## src/rtl/trng_pkg.sv

```systemverilog
// Shared constants and types for the TRNG post-processing tile.
package trng_pkg;

  // Output word width; this tile is byte-oriented only.
  localparam int unsigned BYTE_W = 8;

  // Default repetition-count cutoff (legal range 2..255).
  localparam int unsigned RCT_CUTOFF_DEFAULT = 32;

  // RCT counter width for the default cutoff.
  localparam int unsigned RCT_CNT_W = $clog2(RCT_CUTOFF_DEFAULT + 1);

  // Packer bit counter must hold 0..BYTE_W inclusive.
  localparam int unsigned PACK_CNT_W = $clog2(BYTE_W + 1);

  // Von Neumann pair phase.
  typedef enum logic {
    VN_IDLE,
    VN_HAVE_FIRST
  } vn_phase_e;

endpackage

```

## src/rtl/trng_postproc_if.sv

```systemverilog
// Valid/ready byte stream from the post-processor to the output mux.
interface trng_postproc_if;
  import trng_pkg::*;

  logic [BYTE_W-1:0] out_data;
  logic              out_valid;
  logic              out_ready;

  modport master (
    output out_data,
    output out_valid,
    input  out_ready
  );

  modport slave (
    input  out_data,
    input  out_valid,
    output out_ready
  );

endinterface

```

## src/rtl/trng_vn_debias.sv

```systemverilog
// Von Neumann debiaser with raw-bit bypass; emits at most one bit per accepted sample.
module trng_vn_debias
  import trng_pkg::*;
(
  input  logic clk,
  input  logic rst,
  input  logic acc,
  input  logic raw_bit,
  input  logic vn_bypass,
  output logic bit_valid,
  output logic bit_out
);

  vn_phase_e phase_q, phase_d;
  logic      stored_q, stored_d;

  // Phase and first-of-pair storage.
  always_ff @(posedge clk) begin
    if (rst) begin
      phase_q  <= VN_IDLE;
      stored_q <= 1'b0;
    end else begin
      phase_q  <= phase_d;
      stored_q <= stored_d;
    end
  end

  // Pair decode; bypass forces the phase idle so a half pair is discarded on toggle.
  always_comb begin
    phase_d   = phase_q;
    stored_d  = stored_q;
    bit_valid = 1'b0;
    bit_out   = stored_q;
    if (vn_bypass) begin
      phase_d   = VN_IDLE;
      bit_valid = acc;
      bit_out   = raw_bit;
    end else if (acc) begin
      unique case (phase_q)
        VN_IDLE: begin
          stored_d = raw_bit;
          phase_d  = VN_HAVE_FIRST;
        end
        VN_HAVE_FIRST: begin
          phase_d   = VN_IDLE;
          bit_valid = (stored_q != raw_bit);
        end
        default: phase_d = VN_IDLE;
      endcase
    end
  end

endmodule

```

## src/rtl/trng_postproc.sv

```systemverilog
// TRNG post-processor: VN debias, repetition-count health test, byte packer, output register.
module trng_postproc
  import trng_pkg::*;
#(
  parameter int unsigned RCT_CUTOFF = RCT_CUTOFF_DEFAULT
) (
  input  logic                   clk,
  input  logic                   rst,
  input  logic                   en,
  input  logic                   raw_bit,
  input  logic                   raw_valid,
  input  logic                   vn_bypass,
  trng_postproc_if.master        out,
  output logic                   health_fail,
  output logic                   overflow
);

  localparam int unsigned RctW = $clog2(RCT_CUTOFF + 1);
  localparam logic [PACK_CNT_W-1:0] CntFull = PACK_CNT_W'(BYTE_W);
  localparam logic [PACK_CNT_W-1:0] CntLast = PACK_CNT_W'(BYTE_W - 1);

  logic acc;
  logic bit_valid, bit_out;

  logic [RctW-1:0]       rct_cnt_q, rct_cnt_d;
  logic                  rct_prev_q, rct_prev_d;
  logic                  health_fail_q, health_fail_d;
  logic [BYTE_W-1:0]     shreg_q, shreg_d, shreg_next;
  logic [PACK_CNT_W-1:0] cnt_q, cnt_d;
  logic [BYTE_W-1:0]     out_data_q, out_data_d;
  logic                  out_valid_q, out_valid_d;
  logic                  overflow_q, overflow_d;
  logic                  can_load;

  assign acc = en & raw_valid & ~health_fail_q;

  trng_vn_debias u_vn (
    .clk       (clk),
    .rst       (rst),
    .acc       (acc),
    .raw_bit   (raw_bit),
    .vn_bypass (vn_bypass),
    .bit_valid (bit_valid),
    .bit_out   (bit_out)
  );

  // Repetition-count test on the raw (pre-debias) stream; count 0 means no previous bit.
  always_comb begin
    rct_cnt_d     = rct_cnt_q;
    rct_prev_d    = rct_prev_q;
    health_fail_d = health_fail_q;
    if (acc) begin
      rct_prev_d = raw_bit;
      if (rct_cnt_q == '0 || raw_bit != rct_prev_q) begin
        rct_cnt_d = RctW'(1);
      end else if (rct_cnt_q != '1) begin
        rct_cnt_d = rct_cnt_q + RctW'(1);
        if (rct_cnt_d == RctW'(RCT_CUTOFF)) health_fail_d = 1'b1;
      end
    end
  end

  // Packer and output register; a full byte goes straight to the output when it is free.
  always_comb begin
    shreg_d     = shreg_q;
    cnt_d       = cnt_q;
    out_data_d  = out_data_q;
    out_valid_d = out_valid_q;
    overflow_d  = overflow_q;
    can_load    = ~out_valid_q | out.out_ready;
    shreg_next  = {shreg_q[BYTE_W-2:0], bit_out};
    if (health_fail_q) begin
      shreg_d     = '0;
      cnt_d       = '0;
      out_data_d  = '0;
      out_valid_d = 1'b0;
    end else begin
      if (out_valid_q && out.out_ready) out_valid_d = 1'b0;
      if (cnt_q == CntFull) begin
        if (can_load) begin
          out_data_d  = shreg_q;
          out_valid_d = 1'b1;
          cnt_d       = '0;
          if (bit_valid) begin
            shreg_d = shreg_next;
            cnt_d   = PACK_CNT_W'(1);
          end
        end else if (bit_valid) begin
          overflow_d = 1'b1;
        end
      end else if (bit_valid) begin
        shreg_d = shreg_next;
        if (cnt_q == CntLast && can_load) begin
          out_data_d  = shreg_next;
          out_valid_d = 1'b1;
          cnt_d       = '0;
        end else begin
          cnt_d = cnt_q + PACK_CNT_W'(1);
        end
      end
    end
  end

  // State registers.
  always_ff @(posedge clk) begin
    if (rst) begin
      rct_cnt_q     <= '0;
      rct_prev_q    <= 1'b0;
      health_fail_q <= 1'b0;
      shreg_q       <= '0;
      cnt_q         <= '0;
      out_data_q    <= '0;
      out_valid_q   <= 1'b0;
      overflow_q    <= 1'b0;
    end else begin
      rct_cnt_q     <= rct_cnt_d;
      rct_prev_q    <= rct_prev_d;
      health_fail_q <= health_fail_d;
      shreg_q       <= shreg_d;
      cnt_q         <= cnt_d;
      out_data_q    <= out_data_d;
      out_valid_q   <= out_valid_d;
      overflow_q    <= overflow_d;
    end
  end

  assign out.out_data  = out_data_q;
  assign out.out_valid = out_valid_q;
  assign health_fail   = health_fail_q;
  assign overflow      = overflow_q;

endmodule

```

## src/flat_wrapper.sv

```systemverilog
// flat-port wrapper written by rule: the top's interface ports become plain ports
module trng_postproc_flat import trng_pkg::*;
#(
  parameter int unsigned RCT_CUTOFF = RCT_CUTOFF_DEFAULT
)
  (clk, rst, en, raw_bit, raw_valid, vn_bypass, health_fail, overflow, out_out_data, out_out_valid, out_out_ready);
  trng_postproc_if out_i ();
  input  logic clk;
  input  logic rst;
  input  logic en;
  input  logic raw_bit;
  input  logic raw_valid;
  input  logic vn_bypass;
  output logic health_fail;
  output logic overflow;
  output wire logic [$bits(out_i.out_data)-1:0] out_out_data;
  output wire logic [$bits(out_i.out_valid)-1:0] out_out_valid;
  input wire logic [$bits(out_i.out_ready)-1:0] out_out_ready;
  assign out_out_data = out_i.out_data;
  assign out_out_valid = out_i.out_valid;
  assign out_i.out_ready = out_out_ready;
  trng_postproc #(.RCT_CUTOFF(RCT_CUTOFF)) u_core (.clk(clk), .rst(rst), .en(en), .raw_bit(raw_bit), .raw_valid(raw_valid), .vn_bypass(vn_bypass), .out(out_i), .health_fail(health_fail), .overflow(overflow));
endmodule
```

## config.mk

```make
export PLATFORM = sky130hd
export DESIGN_NAME = trng_postproc_flat
export DESIGN_NICKNAME = d
export VERILOG_FILES = /design/src/rtl/trng_pkg.sv /design/src/rtl/trng_postproc_if.sv /design/src/rtl/trng_vn_debias.sv /design/src/rtl/trng_postproc.sv /design/src/flat_wrapper.sv
export SDC_FILE = /design/constraint.sdc
export NUM_CORES = 1
export LEC_CHECK = 0
export ABC_AREA = 0
export BUFFER_PORTS_ARGS = -buffer_cell sky130_fd_sc_hd__buf_2
export CAP_MARGIN = 10
export CORE_UTILIZATION = 55
export DETAILED_ROUTE_END_ITERATION = 8
export GPL_ROUTABILITY_DRIVEN = 0
export PLACE_DENSITY = 0.79
export SETUP_SLACK_MARGIN = 0.1
export SLEW_MARGIN = 20
export SYNTH_ARGS = -nofsm -noshare
export SYNTH_HDL_FRONTEND = slang
export SYNTH_SLANG_ARGS = --single-unit
```

## constraint.sdc

```tcl
create_clock -name clk -period 2.23 [get_ports clk]
set_input_delay 0.223 -clock clk [delete_from_list [all_inputs] [get_ports clk]]
set_output_delay 0.223 -clock clk [all_outputs]
set_load 0.03 [all_outputs]
```

# --- Word level (Yosys, flattened, before mapping) ---
# Index checks and enable logic that the tools add are counted.
totals:
  ff_bits: 32
  in_bits: 7
  out_inout_bits: 11
  wordCells: 67
op_classes:
  addsub: 2
  n_eq_ne: 7
  mux: 24
  bitwise_logic: 9
  n_reduce_logical: 15
op_table:
  columns: ["op", "count"]
  rows:
  - ["8-bit two-way mux", 7]
  - ["4-bit two-way mux", 4]
  - ["6-bit two-way mux", 2]
  - ["1-bit two-way mux", 10]
  - ["4-bit AND reduction", 2]
  - ["6-bit by 1-bit adder with 6-bit output, second input constant", 1]
  - ["6-bit equality test, second input constant", 1]
  - ["6-bit logical NOT", 1]
  - ["6-bit inequality test, second input constant", 1]
  - ["1-bit NOT", 6]
  - ["3-bit AND reduction", 2]
  - ["2-bit nonzero test", 3]
  - ["4-bit by 1-bit adder with 4-bit output, second input constant", 1]
  - ["4-bit by 3-bit equality test with 1-bit output, second input constant", 1]
  - ["4-bit equality test, second input constant", 1]
  - ["2-bit AND reduction", 2]
  - ["2-bit OR reduction", 2]
  - ["1-bit AND", 2]
  - ["1-bit logical AND", 2]
  - ["1-bit inequality test", 2]
  - ["2-bit by 1-bit inequality test with 1-bit output, second input constant", 1]
  - ["1-bit one-hot mux with 2 select lines", 1]
  - ["1-bit logical OR", 1]
  - ["1-bit OR", 1]

# --- Depth between registers and ports, before layout ---
# Gate-level depths: netlist of run 1.
depth:
  depth_word: 7
  mapped_depth: 7
  depth_no_buf: 6

# --- Cells and area by module ---
# Synthesis of run 1 repeated with hierarchy kept, for this count alone.
hier_totals:
  cells_unflattened: 180
  area_unflattened_um2: 1662.8
modules_own_cells:
  columns: ["mod", "instances", "cells_each", "area_each_um2", "seq_area_each_um2"]
  rows:
  - ["trng_postproc", 1, 167, 1539.0, 600.6]
  - ["trng_vn_debias", 1, 13, 123.9, 40.0]

# --- Least setup slack after synthesis of run 1 ---
# No wires, ideal clock.
synth_timing:
  kind: "register to register"
  start: "register u_core.health_fail_q, in the netlist u_core.health_fail"
  end: "register u_core.rct_cnt_q[2]"
  setup_ns: 0.122
  arrival_ns: 1.529
  required_ns: 2.108
  setup_slack_ns: 0.579
  stages_incl_launch_ff: 5
  path_buffers: 0
  synth_period_minus_slack_ns: 1.651
  cell_sequence: "dfxtp_1 > nand3b_1 > a41o_1 > nor2b_1 > a221o_1"
synth_via:
  elab_chain_cells: 3
synth_lines:
  columns: ["element", "line_no", "text"]
  rows:
  - ["start: declaration", "trng_postproc.sv:27", "logic health_fail_q, health_fail_d;"]
  - ["start signal: assignment", "trng_postproc.sv:118", "health_fail_q <= health_fail_d;"]
  - ["1-bit NOT", "trng_postproc.sv:35", "assign acc = en & raw_valid & ~health_fail_q;"]
  - ["1-bit AND", "trng_postproc.sv:35", null]
  - ["2-bit AND reduction (no source line)", null, null]
  - ["end signal: assignment", "trng_postproc.sv:116", "rct_cnt_q <= rct_cnt_d;"]
  - ["end: declaration", "trng_postproc.sv:25", "logic [RctW-1:0] rct_cnt_q, rct_cnt_d;"]
# Every way passes these cells.
# A chain may end at the register's enable or synchronous reset.

# --- Final worst setup path of run 1 ---
layout_timing:
  start: "register u_core.rct_cnt_q[1]"
  end: "register u_core.rct_cnt_q[4]"
layout_via:
  elab_chain_cells: 4
  word_cells_on_any_way: 8
  cone_classes: "1 x add/sub; 1 x eq/ne; 2 x mux; 4 x reduce/logical"
layout_lines:
  columns: ["element"]
  rows:
  - ["branches (longest 4 deep; another with 6-bit by 1-bit adder with 6-bit output)"]
# Several ways; the timed one is not identified. The select of a mux whose other input is x is not followed.

==> results of run 1 <==
==> state kept, by name, indices dropped and copies added (netlist names) <==
name and flops:
u_core.cnt_q 4, u_core.health_fail 1, u_core.out.out_data 8, u_core.out.out_valid 1
u_core.overflow 1, u_core.rct_cnt_q 6, u_core.rct_prev_q 1, u_core.shreg_q 8
u_core.u_vn.phase_q 1, u_core.u_vn.stored_q 1
==> logic make-up after synthesis <==
| group | Yosys count |
|---|---|
| multiplexers | 19 |
| adder cells (fa/ha/maj) | 5 |
| buffers and inverters | 18 |
| flip-flops | 32 |
| XOR/XNOR | 3 |
| AO/OA/AOI/OAI | 44 |
| AND/OR/NAND/NOR | 78 |
==> power breakdown <==
part	leakage [nW]	internal (mW)	switching, mW
combinational	0.493	0.0286	0.0461
sequential	0.258	0.577	0.00679
clock	0.0412	0.234	0.213
==> critical path, cell delays in order, from the launching register on <==
cell and delay, ps:
dfxtp_1 470, ha_1 300, and3_1 230, a32o_1 310, nor3_1 120, a311o_1 360
==> metal layers <==
metal  wire length (µm)  vias to the layer above  GRT usage [%]  share of wire (%)
li1                   -                      749              -                  -
met1               1630                      728           28.2                 47
met2               1680                       29           42.2                 48
met3                143                        5           6.25                4.1
met4                 39                        0           7.82                1.1
met5                  0                        -              0                  0
==> area by class of cell <==
class,instances,area [µm²]
Timing Repair Buffer,22,123
Fill cell,240,955
Multi-Input combinational cell,149,990
Inverter,7,26.3
Clock inverter,3,42.5
Clock buffer,5,37.5
Tap cell,31,38.8
Sequential cell,32,641
==> worst min-delay path by stage <==
stage                                  end  slack [ps]  cells after the start
floorplan              u_core.u_vn.phase_q         300                      1
global placement    u_core.out.out_data[5]         440                      2
detailed placement  u_core.out.out_data[2]         450                      2
CTS                    u_core.u_vn.phase_q         120                      2
global route           u_core.u_vn.phase_q         110                      2
finish                 u_core.u_vn.phase_q         130                      2
==> cell usage after synthesis, types with 2 or more instances <==
| master | instances |
|---|---|
| clkbuf_1 | 7 |
| and4_1 | 2 |
| buf_2 | 3 |
| o21ai_0 | 7 |
| nand3b_1 | 2 |
| a221o_1 | 2 |
| a211oi_1 | 2 |
| dfxtp_1 | 32 |
| mux2_2 | 8 |
| xnor2_1 | 2 |
| nor2b_1 | 5 |
| nand3_1 | 11 |
| a21oi_1 | 14 |
| a32oi_1 | 2 |
| ha_1 | 5 |
| nor2_1 | 8 |
| mux2i_1 | 11 |
| and3_1 | 2 |
| nor4_1 | 2 |
| nand2b_1 | 7 |
| nor3_1 | 10 |
| a211o_1 | 2 |
| inv_1 | 7 |
| nand2_1 | 21 |
| o211ai_1 | 2 |
| or3_1 | 3 |
| and3b_1 | 2 |
| o21ai_1 | 3 |
==> per-stage QoR <==
step	hold slack, ps	util [%]	cells	total power [mW]	cell area (µm²)
after detailed placement	447	63.7	241	0.671	1820
after global placement	441	63.7	241	0.667	1820
after CTS	117	66.5	249	1.11	1900
final	128	66.5	249	1.11	1900
after global routing	111	66.5	249	1.15	1900
after floorplan	302	-	199	0.647	1710
==> cells in the final DEF (no fill, tap or decap), drive strengths merged, types with 8 or more instances in the layout <==
cell type / synthesis / final
dfxtp: 32 / 32
buf: 4 / 22
nand2: 21 / 21
a21oi: 14 / 14
nand3: 11 / 11
mux2i: 11 / 11
nor3: 10 / 10
o21ai: 10 / 10
nor2: 8 / 8
mux2: 8 / 8
==> metrics.md, run 1 <==
| Metric | Value |
|---|---|
| Mux contribution to synthesized area | `about an eighth` |
| Reg-to-Reg Start | `u_core.rct_cnt_q[1]` |
| Hold_sp | `vn_bypass` |
| Synth Area in Simple Gates | `a little under a quarter` |
| Worst vdd ir | `between 0.6 and 0.7 mV` |
| Setup WS post-layout | `333 ps` |
| CTS Sinks | `32` |
| Minimum clock period after layout | `~1900 ps` |
| Gr ovfl total | `0` |
| Post-Synth XOR/XNOR Area | `under 10%` |
| Sequential share of the synthesized area | `around 37%` |
| Max clock buf depth | `2` |
| Synth Area in Compound Gates | `17.3%` |
| Layout area overhead | `11.1%` |
| Failing checks | `design-rule violations` |
| # nets final | `around 230` |
| Area leader, netlist | `dfxtp_1` |
| Post-synth EDFFs | `0` |
| Leak Pwr | `0.793 nW` |
| TritonCTS Buffers | `5` |
| First DRT Iteration DRCs | `66` |
| Mapped Area | `~0.0017 mm²` |
| Worst flop-to-flop path endpoint | `u_core.rct_cnt_q[4]` |
| Worst Tran Pin Value | `562 ps` |
| Synth Flop Type | `dfxtp_1` |
| Row cnt | `19` |
| Ys Warns | `0` |
| Unrepaired setup endpoints after global routing | `no` |
| Fin crit share | `85.1%` |
| Synth Area per Inst | `8.59 µm²` |
| Layout Skew | `between 10 and 15 ps` |
| Die height | `57.7 µm` |
| Post-DP HPWL | `2530 µm` |
| CP required | `between 2000 and 2500 ps` |
| Drt via density | `6.07` |
| Hold/Removal Path Class | `input pin to flip-flop` |
| Port Buffers | `17` |
| Drt total wl | `approximately 3500 µm` |
| Die ar. | `0.00333 mm²` |
| Setup TNS | `0 ps` |
| Cells after Synth | `199` |
| Total Routing Usage GR | `about a quarter` |
| Quantity of gates resized following cts | `0` |
| Critical Path Start | `u_core.rct_cnt_q[1]` |
| Post-CTS Setup Inserts | `0` |
| Power Dens Cells | `slightly below 600 mW/mm²` |
| FF-to-FF path depth | `5` |
| H-Tree Depth | `2` |
| Yosys top cell area share | `between 30% and 40%` |
| Core area | `roughly 0.0029 mm²` |
| TritonCTS clock tree | `done` |
| Clock Root Buffer | `clkbuf_4` |
| Post-place setup slack | `a little over 300 ps` |
| CP Class | `flip-flop to flip-flop` |
| Post-CTS Hold Buffers | `0` |
| Crit start category | `flip-flop` |
| Worst skew pair latency | `about 340 ps` |
| I/O pins | `18` |
| Post-synthesis register bit count | `32` |
| Ant. Diodes | `0` |
| Ratio of cells with drive above 1 in the final layout | `a little under a fifth` |
| Number of global-route vias before repair | `1441` |
| Initial Util | `about three fifths` |
| Largest net degree at the start of global routing | `20` |
| Die width | `57.7 µm` |
| Worst setup path endpoint | `u_core.rct_cnt_q[4]` |
| Max cap viols | `0` |
| Largest family of logic cells by synthesized area | `simple AND/OR/NAND/NOR gates` |
| Global-route wire length before repair | `slightly above 6000 µm` |
| Max_slew headroom | `62.4%` |
| Status | `complete, but fails checks` |
| Initial antenna violation count | `0` |
| Synth Area in Adders | `3.66%` |
| Routed via count | `1511` |
| Synth unique cells | `between 40 and 50` |
| Critical path arrival | `2130 ps` |
| Synth area leaders | `dfxtp_1 37%, mux2i_1 6.4%, mux2_2 5.3%, nand2_1 4.6%, a21oi_1 4.1%` |
| Average wire per standard cell | `14.0 µm` |
| Final hold violations | `0` |
| Slew Limit Fails | `0` |
| Worst R2R Setup Slack | `around 330 ps` |
| CP Max Fanout | `8` |
| Pre-antenna DRT Iters | `6` |
| Final setup vio count | `0` |
| Clk slew on worst S/H paths | `110 ps` |
| Routed Antenna Nets | `0` |
| Fmax | `about 530 MHz` |
| DRC viols | `2` |
| Async set-reset flop share out of synthesis | `0%` |
| CP endpoint kind | `flip-flop` |
| Syn nets | `around 210` |
Power figures use the tool's default switching activity.
==> inputs of run 2 (changes only) <==
--- a/config.mk
+++ b/config.mk
@@ -8,7 +8,7 @@
 export ABC_AREA = 0
 export BUFFER_PORTS_ARGS = -buffer_cell sky130_fd_sc_hd__buf_2
 export CAP_MARGIN = 10
-export CORE_UTILIZATION = 55
+export CORE_UTILIZATION = 52
 export DETAILED_ROUTE_END_ITERATION = 8
 export GPL_ROUTABILITY_DRIVEN = 0
 export PLACE_DENSITY = 0.79
==> constraint.sdc (replaced) <==
create_clock -name clk -period 1.7 [get_ports clk]
set_input_delay 0.17 -clock clk [delete_from_list [all_inputs] [get_ports clk]]
set_output_delay 0.17 -clock clk [all_outputs]
set_load 0.03 [all_outputs]
==> run 2 against run 1 <==
Against the previous run:
- combinational power is 77% higher
- setup slack worse by 250 ps
- core utilization rose by 3.5 points
- largest power group unchanged
- cell area grew 14%
- die area increased by 5.6%
- the run now ends clean
- final cell count increased by 12%
- sequential share of layout area decreased by 3.5 points
==> metrics.md, run 2 (synthesized netlist as in run 1, its figures left out) <==
| Metric | Value |
|---|---|
| CTS Sinks | `32 (unchanged)` |
| Fin crit share | `95.2% (+10 points)` |
| Commonest non-fill, non-tap cell in the layout | `dfxtp_1` |
| Global-route wire length before repair | `6020 µm (-2.4%)` |
| Reg area | `653 µm² (+2.0%)` |
| Final setup vio count | `0 (unchanged)` |
| Hold/Removal Path Class | `input pin to flip-flop` |
| Pre-antenna DRT Iters | `4 (-2)` |
| Worst setup path endpoint | `u_core.out.out_data[2]` |
| Critical path arrival | `1870 ps (-260 ps)` |
| Port Buffers | `17 (unchanged)` |
| Routed via count | `1586 (+5.0%)` |
| Power Dens Cells | `683 mW/mm² (+17%)` |
| Worst R2R Setup Slack | `80 ps (-250 ps)` |
| Total Routing Usage GR | `23.1% (-0.73 points)` |
| Average wire per standard cell | `14.0 µm (about the same)` |
| Layout Skew | `11.4 ps (-0.939 ps)` |
| Setup TNS | `0 ps (unchanged)` |
| Clock Root Buffer | `clkbuf_4` |
| Met1 wire length | `1670 µm (+2.5%)` |
| Post-CTS Hold Buffers | `0 (unchanged)` |
| Routed wl met2 | `1980 µm (+18%)` |
| Number of global-route vias before repair | `1387 (-3.7%)` |
| Minimum clock period after layout | `1620 ps (-278 ps)` |
| Critical Path Start | `u_core.health_fail` |
| H-Tree Depth | `2 (unchanged)` |
| CP Class | `flip-flop to flip-flop` |
| WL met3 | `183 µm (+28%)` |
| Unrepaired setup endpoints after global routing | `yes` |
| Drt via density | `5.68 (-6.3%)` |
| Reg-to-Reg Start | `u_core.health_fail` |
| Post-DP HPWL | `2370 µm (-6.5%)` |
| Crit start category | `flip-flop` |
| Leak Pwr | `0.913 nW (+15%)` |
| Row cnt | `20 (+1)` |
| CP Max Fanout | `6 (-2)` |
| Worst Tran Pin Value | `419 ps (-143 ps)` |
| Max cap viols | `0 (unchanged)` |
| Initial Util | `55.5% (-4.4 points)` |
| Ant. Diodes | `0 (unchanged)` |
| I/O pins | `18 (unchanged)` |
| Worst skew pair latency | `350 ps (about the same)` |
| Gr ovfl total | `0 (unchanged)` |
| Worst vdd ir | `0.453 mV (-26%)` |
| Core area | `0.00308 mm² (+7.9%)` |
| Final hold violations | `0 (unchanged)` |
| Routed Antenna Nets | `0 (unchanged)` |
| Drt total wl | `3920 µm (+12%)` |
| Clk slew on worst S/H paths | `100 ps (about the same)` |
| Die ar. | `0.00352 mm² (+5.6%)` |
| Commonest cells after routing, fill and taps aside | `26 x dfxtp_1, 21 x nand2_1, 18 x buf_2` |
| Worst flop-to-flop path endpoint | `u_core.out.out_data[2]` |
| Top Metal Used | `met4` |
| Multi-input gate area | `0.00106 mm² (+7.2%)` |
| Largest net degree at the start of global routing | `20 (unchanged)` |
| Die height | `59.3 µm (+2.7%)` |
| Die width | `59.3 µm (+2.7%)` |
| FF-to-FF path depth | `6 (+1)` |
| Layout area overhead | `26.2%` |
| First DRT Iteration DRCs | `100 (+52%)` |
| Fill cell count | `234 (-2.5%)` |
| Max clock buf depth | `2 (unchanged)` |
| TritonCTS Buffers | `5 (unchanged)` |
| CP required | `1950 ps (-520 ps)` |
| Slew Limit Fails | `0 (unchanged)` |
| Max_slew headroom | `71.9% (+9.5 points)` |
| # nets final | `246 (+7.4%)` |
| Initial antenna violation count | `0 (unchanged)` |
| Ratio of cells with drive above 1 in the final layout | `31.1% (+13 points)` |
| Fmax | `618 MHz (+17%)` |
| Hold Path Cell Cnt | `2 (unchanged)` |
| TritonCTS clock tree | `done` |
| DRC viols | `0 (-2)` |
| Total power | `1.47 mW (+33%)` |
| CP endpoint kind | `flip-flop` |
| Status | `completed` |
-- run 2: layer usage --
| layer | up-vias | track usage [%] |
|---|---|---|
| met2 | 40 | 37.1 |
| met5 | - | 0 |
| met4 | 0 | 14.6 |
| met3 | 10 | 4.80 |
| li1 | 787 | - |
| met1 | 749 | 28.1 |
-- run 2: worst min path at each step --
stage | start | endpoint | slack [ps]
2_1_floorplan | vn_bypass | u_core.u_vn.phase_q | 250
3_3_place_gp | vn_bypass | u_core.u_vn.phase_q | 410
3_5_place_dp | vn_bypass | u_core.u_vn.phase_q | 410
4_1_cts | vn_bypass | u_core.u_vn.phase_q | 40
5_1_grt | vn_bypass | u_core.u_vn.phase_q | 50
6_report | vn_bypass | u_core.u_vn.phase_q | 60
-- run 2: report_power, final --
part	total, mW	internal (mW)	leakage (nW)	switching (mW)
Sequential	0.763	0.755	0.262	0.00743
Clock	0.578	0.308	0.0422	0.270
Combinational	0.132	0.0555	0.609	0.0762
Total	1.47	1.12	0.913	0.354
-- run 2: repair_timing --
action / in CTS / in global routing
pin swaps: 1 / 5
cloned: 0 / 2
gates resized for setup: 3 / 21
endpoints found under the setup margin: 12 / 25
setup buffers: 1 / 5
-- run 2: metrics by stage --
stage / instance area, µm² / utilization, % / hold slack (ps) / instances / worst slack [ps]
after floorplan: 1720 / - / 249 / 199 / 108
after global placement: 1920 / 62.4 / 407 / 263 / 74.4
after detailed placement: 1920 / 62.4 / 409 / 263 / 57.1
after CTS: 2020 / 65.6 / 38.8 / 272 / 96.6
after global routing: 2160 / 70.1 / 48.0 / 279 / 7.83
final: 2160 / 70.1 / 56.7 / 279 / 81.7
-- run 2: layout make-up --
type | instances | area share [%]
flip-flops and latches | 32 | 30.3
repair buffers | 39 | 13.2
clock inverters | 2 | 1.62
well taps | 44 | 2.55
multi-input cells | 149 | 49.2
clock buffers | 6 | 1.91
inverters | 7 | 1.22
-- run 2: critical path, stage by stage, from the launching register on --
cell and delay, ps:
dfxtp_2 330, nand3b_1 180, buf_6 160, a211o_4 340, o22a_2 240, clkbuf_16 170
mux2i_1 100
==> inputs of run 3 (changes only) <==
--- a/config.mk
+++ b/config.mk
@@ -5,13 +5,12 @@
 export SDC_FILE = /design/constraint.sdc
 export NUM_CORES = 1
 export LEC_CHECK = 0
-export ABC_AREA = 0
-export BUFFER_PORTS_ARGS = -buffer_cell sky130_fd_sc_hd__buf_2
 export CAP_MARGIN = 10
-export CORE_UTILIZATION = 52
+export CORE_UTILIZATION = 55
 export DETAILED_ROUTE_END_ITERATION = 8
+export DONT_BUFFER_PORTS = 1
 export GPL_ROUTABILITY_DRIVEN = 0
-export PLACE_DENSITY = 0.79
+export PLACE_DENSITY = 0.77
 export SETUP_SLACK_MARGIN = 0.1
 export SLEW_MARGIN = 20
 export SYNTH_ARGS = -nofsm -noshare
==> run 3 against run 2 <==
Against the previous run:
- global-route usage increased by 1.8 points
- via count is essentially flat
- flip-flop and latch count did not move
- critical endpoint is now u_core.out.out_data[6]
==> metrics.md, run 3 (synthesized netlist as in run 1, its figures left out) <==
| Metric | Value |
|---|---|
| CP required | `1970 ps (+20 ps)` |
| Power Dens Cells | `697 mW/mm² (+2.1%)` |
| Worst Tran Pin Value | `352 ps (-67.1 ps)` |
| I/O pins | `18 (unchanged)` |
| Layout area overhead | `23.1%` |
| Routed via count | `1587 (+0.063%)` |
| DP Area | `0.00180 mm² (-6.5%)` |
| Final hold violations | `0 (unchanged)` |
| Fmax | `625 MHz (+1.2%)` |
| Die width | `57.7 µm (-2.7%)` |
| Commonest non-fill, non-tap cell in the layout | `dfxtp_1` |
| Worst skew pair latency | `340 ps (about the same)` |
| Worst-path cell chain | `nand3b_1 > a211o_1 > o22a_4 > clkbuf_16 > mux2i_1` |
| P_int | `1.12 mW (+0.29%)` |
| Post-route insts no fill | `254 (-9.0%)` |
| Max_slew headroom | `76.5% (+4.6 points)` |
| Status | `completed` |
| Global-route wire length before repair | `6260 µm (+4.0%)` |
| Max cap viols | `0 (unchanged)` |
| Die ar. | `0.00333 mm² (-5.3%)` |
| Crit path depth | `5 (-1)` |
| Worst vdd ir | `0.422 mV (-6.9%)` |
| Critical path arrival | `1860 ps (about the same)` |
| Post-route cell area | `0.00210 mm² (-2.5%)` |
| Port Buffers | `0 (-17)` |
| # placed instances | `230 (-13%)` |
| Max stage delay on crit path | `380 ps (+40 ps)` |
| Register share of total power | `52.0% (+0.2 points)` |
| Slew Limit Fails | `0 (unchanged)` |
| Routed Antenna Nets | `0 (unchanged)` |
| Total Routing Usage GR | `24.9% (+1.8 points)` |
| Setup TNS | `0 ps (unchanged)` |
| Ratio of cells with drive above 1 in the final layout | `26.9% (-4.2 points)` |
| Clock power frac | `39.4% (about the same)` |
| Setup WS post-layout | `101 ps (+18.9 ps)` |
| CTS Sinks | `32 (unchanged)` |
| TritonCTS clock tree | `done` |
| Average wire per standard cell | `16.1 µm (+15%)` |
| Number of global-route vias before repair | `1426 (+2.8%)` |
| Total power | `1.47 mW (-0.46%)` |
| Crit start category | `flip-flop` |
| FF-to-FF path depth | `5 (-1)` |
| Critical Path Start | `u_core.health_fail` |
| CP Class | `flip-flop to flip-flop` |
| Leak Pwr | `0.856 nW (-6.3%)` |
| Worst R2R Setup Slack | `100 ps (+20 ps)` |
| Ant. Diodes | `0 (unchanged)` |
| CP endpoint kind | `flip-flop` |
| Worst flop-to-flop path endpoint | `u_core.out.out_data[6]` |
| DRC viols | `0 (unchanged)` |
| Minimum clock period after layout | `1600 ps (-18.9 ps)` |
| H-Tree Depth | `2 (unchanged)` |
| Hold/Removal Path Class | `input pin to flip-flop` |
| Reg-to-Reg Start | `u_core.health_fail` |
| Drt via density | `6.25 (+9.9%)` |
| Initial Util | `59.9% (+4.4 points)` |
| Gr ovfl total | `0 (unchanged)` |
| Delay-heaviest family, CP | `compound AO/OA/AOI/OAI gates` |
| Sw power | `0.344 mW (-2.8%)` |
| Reg area | `657 µm² (+0.57%)` |
| Worst setup path endpoint | `u_core.out.out_data[6]` |
| Clock Root Buffer | `clkbuf_4` |
| # nets final | `234 (-4.9%)` |
| First DRT Iteration DRCs | `96 (-4.0%)` |
| Largest net degree at the start of global routing | `20 (unchanged)` |
| Comb pwr share | `8.6% (-0.3 points)` |
| CP Max Fanout | `5 (-1)` |
| Initial antenna violation count | `0 (unchanged)` |
| Die height | `57.7 µm (-2.7%)` |
| Slowest CP cell | `a211o_1` |
| Drt total wl | `4100 µm (+4.6%)` |
| Net Sw Frac | `23.5% (-0.57 points)` |
| Fin crit share | `94.1% (-1.1 points)` |
| TritonCTS Buffers | `5 (unchanged)` |
| Layout Skew | `15.6 ps (+4.25 ps)` |
| Clk slew on worst S/H paths | `110 ps (about the same)` |
| Unrepaired setup endpoints after global routing | `yes` |
| Pre-antenna DRT Iters | `4 (unchanged)` |
| Post-place setup slack | `-19.0 ps (-76.1 ps)` |
| Multi-input gate area | `0.00105 mm² (-0.94%)` |
| Core area | `0.00285 mm² (-7.3%)` |
| Fill cell count | `200 (-15%)` |
| Row cnt | `19 (-5.0%)` |
| Max clock buf depth | `2 (unchanged)` |
| Post-DP HPWL | `2540 µm (+7.2%)` |
| Crit path buffers/inverters | `1 (-1)` |
| Final setup vio count | `0 (unchanged)` |
| Commonest cells after routing, fill and taps aside | `25 x dfxtp_1, 21 x nand2_1, 18 x buf_4` |
-- run 3: power groups by stage --
stage / clock [mW] / combinational [mW] / sequential (mW)
6_report: 0.577 / 0.126 / 0.763
2_1_floorplan: 0 / 0.0679 / 0.781
3_5_place_dp: 0 / 0.0874 / 0.782
4_1_cts: 0.588 / 0.103 / 0.766
5_1_grt: 0.625 / 0.137 / 0.764
3_3_place_gp: 0 / 0.0843 / 0.781
-- run 3: stage by stage --
stage          hold slack (ps)  util [%]
2_1_floorplan              249         -
3_3_place_gp               243      62.9
3_5_place_dp               245      62.9
4_1_cts                   1.12      68.3
5_1_grt                   42.5      73.7
6_report                  42.6      73.7
-- run 3: area by class of cell --
| cell class | instances | area share (%) |
|---|---|---|
| timing repair buffer | 27 | 11.9 |
| clock inverter | 3 | 2.02 |
| multi-input combinational | 149 | 50.0 |
| clock buffer | 5 | 1.78 |
| tap | 31 | 1.84 |
| inverter | 7 | 1.25 |
| sequential | 32 | 31.2 |
-- run 3: worst min-delay path by stage --
stage          cells after the start  startpoint                  end  slack [ps]
6_report                           2         rst   u_core.health_fail          40
5_1_grt                            2         rst   u_core.health_fail          40
4_1_cts                            2     raw_bit    u_core.rct_prev_q           1
3_5_place_dp                       1         rst  u_core.rct_cnt_q[0]         250
3_3_place_gp                       1         rst  u_core.rct_cnt_q[0]         240
2_1_floorplan                      1   vn_bypass  u_core.u_vn.phase_q         250
-- run 3: what timing repair did --
item                                    in CTS  in global routing
pin swaps                                    0                  5
hold endpoints to repair                     7                  1
hold buffers                                 3                  1
setup buffers                                4                  6
endpoints found under the setup margin      12                 21
gates resized for setup                      6                 21
gates cloned                                 0                  2
-- run 3: worst register-to-register path: cells and delay by family, from the launching register on --
kind	cells	cell delay, ps
AO/OA/AOI/OAI	2	650
buffers and inverters	1	160
flip-flops	1	350
multiplexers	1	150
AND/OR/NAND/NOR	1	230
-- run 3: routing by layer --
layer  up-vias  global-route usage, %  share of wire [%]
li1        768                      -                  -
met1       730                   29.6                 41
met2        75                   39.4                 48
met3        14                   6.70                7.5
met4         0                   17.3                2.8
met5         -                      0                  0
